### config.mk
export PLATFORM = sky130hd
export DESIGN_NAME = branch_resolve_unit
export DESIGN_NICKNAME = d
export VERILOG_FILES = /design/src/rtl/branch_resolve_unit_pkg.sv /design/src/rtl/branch_resolve_unit_comparator.sv /design/src/rtl/branch_resolve_unit.sv
export SDC_FILE = /design/constraint.sdc
export NUM_CORES = 1
export LEC_CHECK = 0
export ABC_AREA = 1
export BUFFER_PORTS_ARGS = -buffer_cell sky130_fd_sc_hd__clkbuf_2
export CAP_MARGIN = 20
export CORE_MARGIN = 4
export CORE_UTILIZATION = 40
export DETAILED_ROUTE_END_ITERATION = 10
export SKIP_LAST_GASP = 1
export SLEW_MARGIN = 15
export SYNTH_ARGS = -nofsm -noshare
export SYNTH_HDL_FRONTEND = slang
export SYNTH_SLANG_ARGS = --single-unit
export TNS_END_PERCENT = 10
### constraint.sdc
create_clock -name i_clk -period 4.45 [get_ports i_clk]
set_clock_uncertainty 0.15 [all_clocks]
set_input_delay 0.445 -clock i_clk [delete_from_list [all_inputs] [get_ports i_clk]]
set_output_delay 0.445 -clock i_clk [all_outputs]
set_load 0.005 [all_outputs]
### src/rtl/branch_resolve_unit_pkg.sv
// Shared definitions for the branch resolution stage: func3 codes, FSM state encoding
// and the sequential PC increment.
package branch_resolve_unit_pkg;

    localparam logic [2:0] Func3Beq  = 3'b000;
    localparam logic [2:0] Func3Bne  = 3'b001;
    localparam logic [2:0] Func3Blt  = 3'b100;
    localparam logic [2:0] Func3Bge  = 3'b101;
    localparam logic [2:0] Func3Bltu = 3'b110;
    localparam logic [2:0] Func3Bgeu = 3'b111;

    localparam int unsigned PcIncrement = 4;

    typedef enum logic [1:0] {
        StIdle     = 2'd0,
        StEval     = 2'd1,
        StRedirect = 2'd2,
        StFlush    = 2'd3
    } state_e;

endpackage

### src/rtl/branch_resolve_unit_comparator.sv
// Combinational branch comparator: equality, signed and unsigned less-than selected by func3.
// Reserved func3 encodings (010/011) report illegal and force the compare result low.
module branch_resolve_unit_comparator
    import branch_resolve_unit_pkg::*;
#(
    parameter int unsigned XLEN = 32
) (
    input  logic [XLEN-1:0] rs1_i,
    input  logic [XLEN-1:0] rs2_i,
    input  logic [2:0]      func3_i,
    output logic            cmp_o,
    output logic            illegal_o
);

    logic eq;
    logic lt_signed;
    logic lt_unsigned;

    assign eq          = (rs1_i == rs2_i);
    assign lt_signed   = ($signed(rs1_i) < $signed(rs2_i));
    assign lt_unsigned = (rs1_i < rs2_i);

    always_comb begin
        cmp_o     = 1'b0;
        illegal_o = 1'b0;
        case (func3_i)
            Func3Beq, Func3Bne:   cmp_o = eq;
            Func3Blt, Func3Bge:   cmp_o = lt_signed;
            Func3Bltu, Func3Bgeu: cmp_o = lt_unsigned;
            default:              illegal_o = 1'b1;
        endcase
    end

endmodule

### src/rtl/branch_resolve_unit.sv
// Branch resolution stage: captures an issued branch, resolves it one cycle later and, on a
// misprediction, runs a redirect handshake followed by a fixed-length flush.
// Optional statistics counters are enabled with `define BRANCH_STATS_EN.
module branch_resolve_unit
    import branch_resolve_unit_pkg::*;
#(
    parameter int unsigned XLEN         = 32,
    parameter int unsigned FLUSH_CYCLES = 2
) (
    input  logic            i_clk,
    input  logic            i_rst_n,
    input  logic            i_valid,
    output logic            o_ready,
    input  logic [XLEN-1:0] i_rs1,
    input  logic [XLEN-1:0] i_rs2,
    input  logic [2:0]      i_func3,
    input  logic [XLEN-1:0] i_pc,
    input  logic [XLEN-1:0] i_imm,
    input  logic            i_pred_taken,
    output logic            o_cmp_result,
    output logic [2:0]      o_func3,
    output logic            o_taken,
    output logic            o_resolve_valid,
    output logic            o_illegal,
    output logic            o_misalign,
    output logic            o_redirect_valid,
    output logic [XLEN-1:0] o_redirect_pc,
    input  logic            i_redirect_ready,
`ifdef BRANCH_STATS_EN
    output logic [31:0]     o_branch_count,
    output logic [31:0]     o_mispredict_count,
`endif
    output logic            o_flush
);

    localparam int unsigned CntW = (FLUSH_CYCLES > 0) ? $clog2(FLUSH_CYCLES + 1) : 1;

    state_e          state_q;
    logic [XLEN-1:0] rs1_q;
    logic [XLEN-1:0] rs2_q;
    logic [2:0]      func3_q;
    logic [XLEN-1:0] pc_q;
    logic [XLEN-1:0] imm_q;
    logic            pred_q;
    logic [CntW-1:0] cnt_q;

    logic            cmp_result_q;
    logic [2:0]      func3_out_q;
    logic            taken_q;
    logic            resolve_valid_q;
    logic            illegal_q;
    logic            misalign_q;
    logic            redirect_valid_q;
    logic [XLEN-1:0] redirect_pc_q;
    logic            flush_q;

    logic            cmp;
    logic            illegal;
    logic            taken;
    logic [XLEN-1:0] target;
    logic            misaligned;
    logic            go_redirect;

    branch_resolve_unit_comparator #(
        .XLEN (XLEN)
    ) u_comparator (
        .rs1_i     (rs1_q),
        .rs2_i     (rs2_q),
        .func3_i   (func3_q),
        .cmp_o     (cmp),
        .illegal_o (illegal)
    );

    // Resolution decision from the captured branch; only consumed while in StEval.
    always_comb begin
        taken       = ~illegal & (cmp ^ func3_q[0]);
        target      = taken ? (pc_q + imm_q) : (pc_q + XLEN'(PcIncrement));
        misaligned  = ~illegal & taken & (target[1:0] != 2'b00);
        go_redirect = ~illegal & ~misaligned & (taken != pred_q);
    end

    always_ff @(posedge i_clk or negedge i_rst_n) begin
        if (!i_rst_n) begin
            state_q          <= StIdle;
            rs1_q            <= '0;
            rs2_q            <= '0;
            func3_q          <= '0;
            pc_q             <= '0;
            imm_q            <= '0;
            pred_q           <= 1'b0;
            cnt_q            <= '0;
            cmp_result_q     <= 1'b0;
            func3_out_q      <= '0;
            taken_q          <= 1'b0;
            resolve_valid_q  <= 1'b0;
            illegal_q        <= 1'b0;
            misalign_q       <= 1'b0;
            redirect_valid_q <= 1'b0;
            redirect_pc_q    <= '0;
            flush_q          <= 1'b0;
        end else begin
            resolve_valid_q <= 1'b0;
            illegal_q       <= 1'b0;
            misalign_q      <= 1'b0;

            case (state_q)
                StIdle: begin
                    if (i_valid) begin
                        rs1_q   <= i_rs1;
                        rs2_q   <= i_rs2;
                        func3_q <= i_func3;
                        pc_q    <= i_pc;
                        imm_q   <= i_imm;
                        pred_q  <= i_pred_taken;
                        state_q <= StEval;
                    end
                end

                StEval: begin
                    cmp_result_q    <= cmp;
                    func3_out_q     <= func3_q;
                    taken_q         <= taken;
                    resolve_valid_q <= 1'b1;
                    if (illegal) begin
                        illegal_q <= 1'b1;
                        state_q   <= StIdle;
                    end else if (misaligned) begin
                        misalign_q <= 1'b1;
                        state_q    <= StIdle;
                    end else if (go_redirect) begin
                        redirect_valid_q <= 1'b1;
                        redirect_pc_q    <= target;
                        state_q          <= StRedirect;
                    end else begin
                        state_q <= StIdle;
                    end
                end

                StRedirect: begin
                    if (i_redirect_ready) begin
                        redirect_valid_q <= 1'b0;
                        if (FLUSH_CYCLES > 0) begin
                            flush_q <= 1'b1;
                            cnt_q   <= CntW'(FLUSH_CYCLES - 1);
                            state_q <= StFlush;
                        end else begin
                            state_q <= StIdle;
                        end
                    end
                end

                StFlush: begin
                    if (cnt_q == '0) begin
                        flush_q <= 1'b0;
                        state_q <= StIdle;
                    end else begin
                        cnt_q <= cnt_q - 1'b1;
                    end
                end

                default: state_q <= StIdle;
            endcase
        end
    end

`ifdef BRANCH_STATS_EN
    logic [31:0] branch_count_q;
    logic [31:0] mispredict_count_q;

    always_ff @(posedge i_clk or negedge i_rst_n) begin
        if (!i_rst_n) begin
            branch_count_q     <= '0;
            mispredict_count_q <= '0;
        end else if (state_q == StEval) begin
            branch_count_q <= branch_count_q + 32'd1;
            if (go_redirect) begin
                mispredict_count_q <= mispredict_count_q + 32'd1;
            end
        end
    end

    assign o_branch_count     = branch_count_q;
    assign o_mispredict_count = mispredict_count_q;
`endif

    assign o_ready          = (state_q == StIdle);
    assign o_cmp_result     = cmp_result_q;
    assign o_func3          = func3_out_q;
    assign o_taken          = taken_q;
    assign o_resolve_valid  = resolve_valid_q;
    assign o_illegal        = illegal_q;
    assign o_misalign       = misalign_q;
    assign o_redirect_valid = redirect_valid_q;
    assign o_redirect_pc    = redirect_pc_q;
    assign o_flush          = flush_q;

endmodule

After elaboration in Yosys (flattened, before gate mapping)
Index checks and enable logic that the tools add are counted.
{ "totals": {"regBits": 178, "latchBits": 0, "ramBits": 0, "rom_bits": 0, "output_inout_bits": 43, "wordCells": 88, "n_memories": 0} }
{ "classes": {"addsub": 3, "multipliers": 0, "div": 0, "order_cmp": 2, "eq_ne": 17, "n_shift": 0, "mux": 26, "bitwise_logic": 7, "reduce_logical": 16} }
{ "ops": {"columns": ["operator", "count"], "rows": [
  ["less-than comparator 32 bit", 2],
  ["adder 32 x 3 -> 32 bit (second input constant)", 1],
  ["adder 32 bit", 1],
  ["== test 32 bit", 1],
  ["2-to-1 mux 32 bit", 1],
  ["2-to-1 mux 2 bit", 8],
  ["inequality test 2 bit (second input constant)", 7],
  ["== test 3 bit (second input constant)", 4],
  ["2-to-1 mux 1 bit", 12],
  ["AND reduction 3 bit", 3],
  ["case mux 2 bit (4 select lines)", 1],
  ["nonzero test 2 bit", 3],
  ["OR reduction 2 bit", 3],
  ["OR reduction 6 bit", 1],
  ["AND 1 bit", 5],
  ["AND reduction 5 bit", 1],
  ["== test 2 bit (second input constant)", 2],
  ["zero test 2 bit", 2],
  ["case mux 1 bit (2 select lines)", 2],
  ["case mux 2 bit (2 select lines)", 1],
  ["AND reduction 4 bit", 1],
  ["== test 3 x 1 -> 1 bit (second input constant)", 1],
  ["zero test 3 bit", 1],
  ["case mux 1 bit (3 select lines)", 1],
  ["other kinds (6)", 6]
]} }

Logic depth before layout (Yosys ltp)
{ "logic_depth": {"depth_word": 15, "depth_mapped": 23, "depth_no_buf": 21} }

Modules after synthesis
From an unflattened synthesis, not the netlist that was laid out.
{ "hier_totals": {"cells_unflattened": 1428, "hier_area_um2": 11080.6} }
{ "modules_own_cells": {"columns": ["module", "instances", "cells_per_inst", "area_each_um2", "seq_area_each_um2"], "rows": [
  ["branch_resolve_unit", 1, 1271, 10121.0, 4454.3],
  ["branch_resolve_unit_comparator", 1, 157, 959.7, 0.0]
]} }

Worst setup path before layout
Ideal clock, no wire load.
{ "synth_timing": {"path_type": "reg2reg", "start": "reg rs1_q[19]", "end": "reg redirect_pc_q[23] (netlist: o_redirect_pc[23])", "setup_time_ps": 117, "arrival_ps": 2124, "t_required_ps": 4183, "setup_slack_ps": 2059, "path_stages_with_launch": 19, "period_less_slack_ps": 2391, "cell_sequence": "dfrtp_1 > ha_1 > a21oi_1 > nand3_1 > nand2_1 > nand2_1 > a21oi_1 > nand2_1 > nand2_1 > nand2_2 > nand2_4 > nand2_2 > nand2_1 > nand2_2 > a21oi_1 > nand3_2 > buf_6 > nand2_1 > nand2_1"} }
{ "synth_via": {"elab_chain_len": 11} }
{ "synth_lines": {"columns": ["element", "line", "rtl"], "rows": [
  ["start: declaration", "branch_resolve_unit.sv:39", "logic [XLEN-1:0] rs1_q;"],
  ["start signal: assignment", "branch_resolve_unit.sv:109", "rs1_q <= i_rs1;"],
  ["less-than comparator 32 bit, or another cell as far along", "branch_resolve_unit_comparator.sv:21", "assign lt_unsigned = (rs1_i < rs2_i);"],
  ["case mux 1 bit (3 select lines) *", "branch_resolve_unit_comparator.sv:26", "case (func3_i)"],
  ["bitwise XOR 1 bit *", "branch_resolve_unit.sv:76", "taken = ~illegal & (cmp ^ func3_q[0]);"],
  ["AND 1 bit *", "branch_resolve_unit.sv:76", null],
  ["2-to-1 mux 32 bit", "branch_resolve_unit.sv:77", "target = taken ? (pc_q + imm_q) : (pc_q + XLEN'(PcIncrement));"],
  ["nonzero test 2 bit", "branch_resolve_unit.sv:78", "misaligned = ~illegal & taken & (target[1:0] != 2'b00);"],
  ["AND 1 bit", "branch_resolve_unit.sv:78", null],
  ["NOT 1 bit (no line)", null, null],
  ["AND 1 bit (2 in series)", "branch_resolve_unit.sv:79", "go_redirect = ~illegal & ~misaligned & (taken != pred_q);"],
  ["AND reduction 4 bit (no line)", null, null],
  ["end signal: assignment", "branch_resolve_unit.sv:132", "redirect_pc_q <= target;"],
  ["end: declaration", "branch_resolve_unit.sv:54", "logic [XLEN-1:0] redirect_pc_q;"]
]} }
Mark *: on every way between the ends. The rest lies on a longest branch, timed or not.
A chain may end at the register's enable or synchronous reset.

Worst setup path in the final report
{ "layout_timing": {"start": "reg rs1_q[11]", "end": "reg redirect_pc_q[2] (netlist: o_redirect_pc[2])"} }
The elaborated chain is that of the path after synthesis.

==> qor.yml <==
clkSinkCount: 178
ys_ff_latch: 178
final_common_cell: "nand2_1"
syn_area_per_cell_um2: 8.76
r2r-start: "rs1_q[11]"
cp-start-kind: "flop"
synthCells: 1182
clk_latency_ns: 0.44
setup_violations: 0
pin_count: 179
dr.first_iter.drc_count: 510
die_y_um: 169
grt_setup_unrepaired: "false"
route.vias.total: 8423
final_nets: 1550
via_per_inst: 4.98
cts_max_path_buffers: 2
synth-warning-count: 0
die_area_mm2: 0.0285
cts_buffers: 17
crit_slowest_cell: "nand3_2"
dp_cells: 1658
power.density_mw_per_mm2: 883
cp_cell_sequence: "ha_1, nand2_1, nor2_1, nand2_2, nor2_2, nand2_1, nand3_1, nand2_1, nand3_1, nand2_2, nand2_4, nand2_2, nand2_2, nand3_2, buf_4, o21ai_1, nand3_1, nand2_1"
ys_types: 42
grt_max_degree: 139
netlist_area_mm2: 0.0104
worst_slew_pin_slew_ns: 0.926
end_kind: "flop"
finalMaxSlewViolations: 0
hold_buffers: 1
path_clk_slew_ns: 0.08
fin_area_mm2: 0.0121
cpPeakStageDelay_ns: 0.49
maxSlewHeadroom: 0.383
grt_util_all_layers: 0.192
hpwl_mm: 20.4
drv_cap: 0
syn2layout_area_growth_pct: 16.9
numPortBuffers: 178
postRouteAntennaNets: 0
antenna_cells_inserted: 0
crit_start: "rs1_q[11]"
final_cell_mix: "256 x nand2_1, 178 x dfrtp_1, 177 x clkbuf_2, 113 x inv_1, 103 x a21oi_1"
gp_congestion: 0.942
max_freq_mhz: 298
placed_area_mm2: 0.0115
grt_antenna_before_repair: 3
crit_type: "flop to flop"
firstDrtPassIters: 7
p_leak_nw: 6.24
grt_pass1_vias: 8527
postCtsSetupBuffers: 0
crit_arrival_ns: 3.57
fin_cells: 1691
grt_pass1_wl_mm: 44.0
cts_resized: 0
timing.final.crit_period_ns: 3.35
tns_ns: 0
drc_errors: 0
setup.worst_path.end: "o_redirect_pc[2]"
wl_per_cell_um: 15.9
seq_area_frac_synth: 0.430
row_count: 58
crit_required_ns: 4.67
ctsRootBufferMaster: "clkbuf_16"
initial_core_util: 0.409
hp-class: "input pin to flop"
r2r-end: "o_redirect_pc[2]"
outcome: "completed"
ctsHtreeMaxLevel: 4
die_w_um: 169
layout-drive-gt1-share: 0.249
grt-ovfl-total: 0
synth.net_count: 1384
core_area_mm2: 0.0253
finalWirelength_mm: 26.8
fin_crit_sh: 0.753
rrSetupSlack_ns: 1.10
cts_tree: "yes"
cp_max_fo: 25
finalHoldViolations: 0
reg2reg_depth: 18
peakVddDrop_mv: 0.564
[cell families after synthesis]
family / share of synthesized area
xor+xnor: 0.0465
buf+inv: 0.0648
flops: 0.430
mux: 0.0935
fa+ha+maj: 0.0805
compound gates: 0.0883
simple gates: 0.196
[worst min path at each step]
stage               slack (ns)       from  cells after the start                         end
floorplan              -0.0006    i_rst_n                      0  asynchronous set/reset pin
global placement          0.24    i_rst_n                      1            o_redirect_pc[6]
detailed placement        0.24    i_rst_n                      1            o_redirect_pc[2]
CTS                       0.06  i_rs1[20]                      2                   rs1_q[20]
global route              0.06  i_rs2[20]                      3                   rs2_q[20]
finish                    0.08  i_rs1[20]                      2                   rs1_q[20]
[final cells by class]
type	count	area [um^2]
Fill cell	2501	13200
Multi-Input combinational cell	851	5240
Sequential cell	178	4450
Timing Repair Buffer	185	977
Inverter	115	432
Clock buffer	17	425
Tap cell	330	413
Clock inverter	15	166
[worst max-delay path, delay by kind of cell (launching register included)]
kind	cells	cell delay [ns]
DFF	1	0.38
AOI/OAI and AO/OA	1	0.27
and+or+nand+nor	15	1.77
buffers and inverters	1	0.42
adders and majority gates	1	0.29
[per-stage QoR]
step                power (W)  hold slack [ns]  worst slack [ns]  utilization
floorplan             0.00762        -0.000591              2.06            -
global placement      0.00915            0.237              1.16        0.454
detailed placement    0.00919            0.237              1.12        0.454
CTS                    0.0107           0.0612              1.11        0.478
global route           0.0117           0.0635             0.889        0.478
finish                 0.0107           0.0783              1.10        0.478
[report_power, final]
part / switching (W) / internal (W) / total [W]
sequential: 0.000603 / 0.00242 / 0.00302
clock: 0.000744 / 0.000757 / 0.00150
combinational: 0.00374 / 0.00243 / 0.00617
total: 0.00509 / 0.00560 / 0.0107
[flip-flops by register name, summed over array words and instances, names as in the netlist, named ones only]
register and count:
o_redirect_valid 1, o_taken 1, func3_q 3, o_illegal 1, o_cmp_result 1, o_redirect_pc 32, o_flush 1, rs2_q 32
o_misalign 1, rs1_q 32, pred_q 1, o_func3 3, o_resolve_valid 1, imm_q 32, state_q 1, pc_q 32
cnt_q 2
[synth_stat cells (all sizes together)]
library cell  number  area, um^2
o2111ai            2        17.5
nand2            267        1030
clkbuf            15        68.8
o21bai             2        15.0
nand4             15        93.8
a31oi              2        12.5
nand3             66         370
dfrtp            178        4450
a21boi             2        15.0
or2                1        6.26
o221ai             1        8.76
nor4               3        18.8
fa                 1        20.0
buf               23         170
xor2              30         263
nand3b             1        7.51
o211ai             2        15.0
nor2             113         472
a31o               1        8.76
mux2              86         968
ha                65         813
o21a               4        30.0
xnor2             25         219
o21ai             52         268
nor3               6        30.0
a21oi            104         524
inv              115         432
[per-layer routing]
layer  part of all wire  up-vias  GRT usage
met3              0.071       39     0.0528
li1                   -     4224          -
met1               0.46     3900      0.264
met4              0.016        6     0.0490
met5             0.0014        -          0
met2               0.45      254      0.301
No activity file was read; power rests on OpenSTA's default activity.
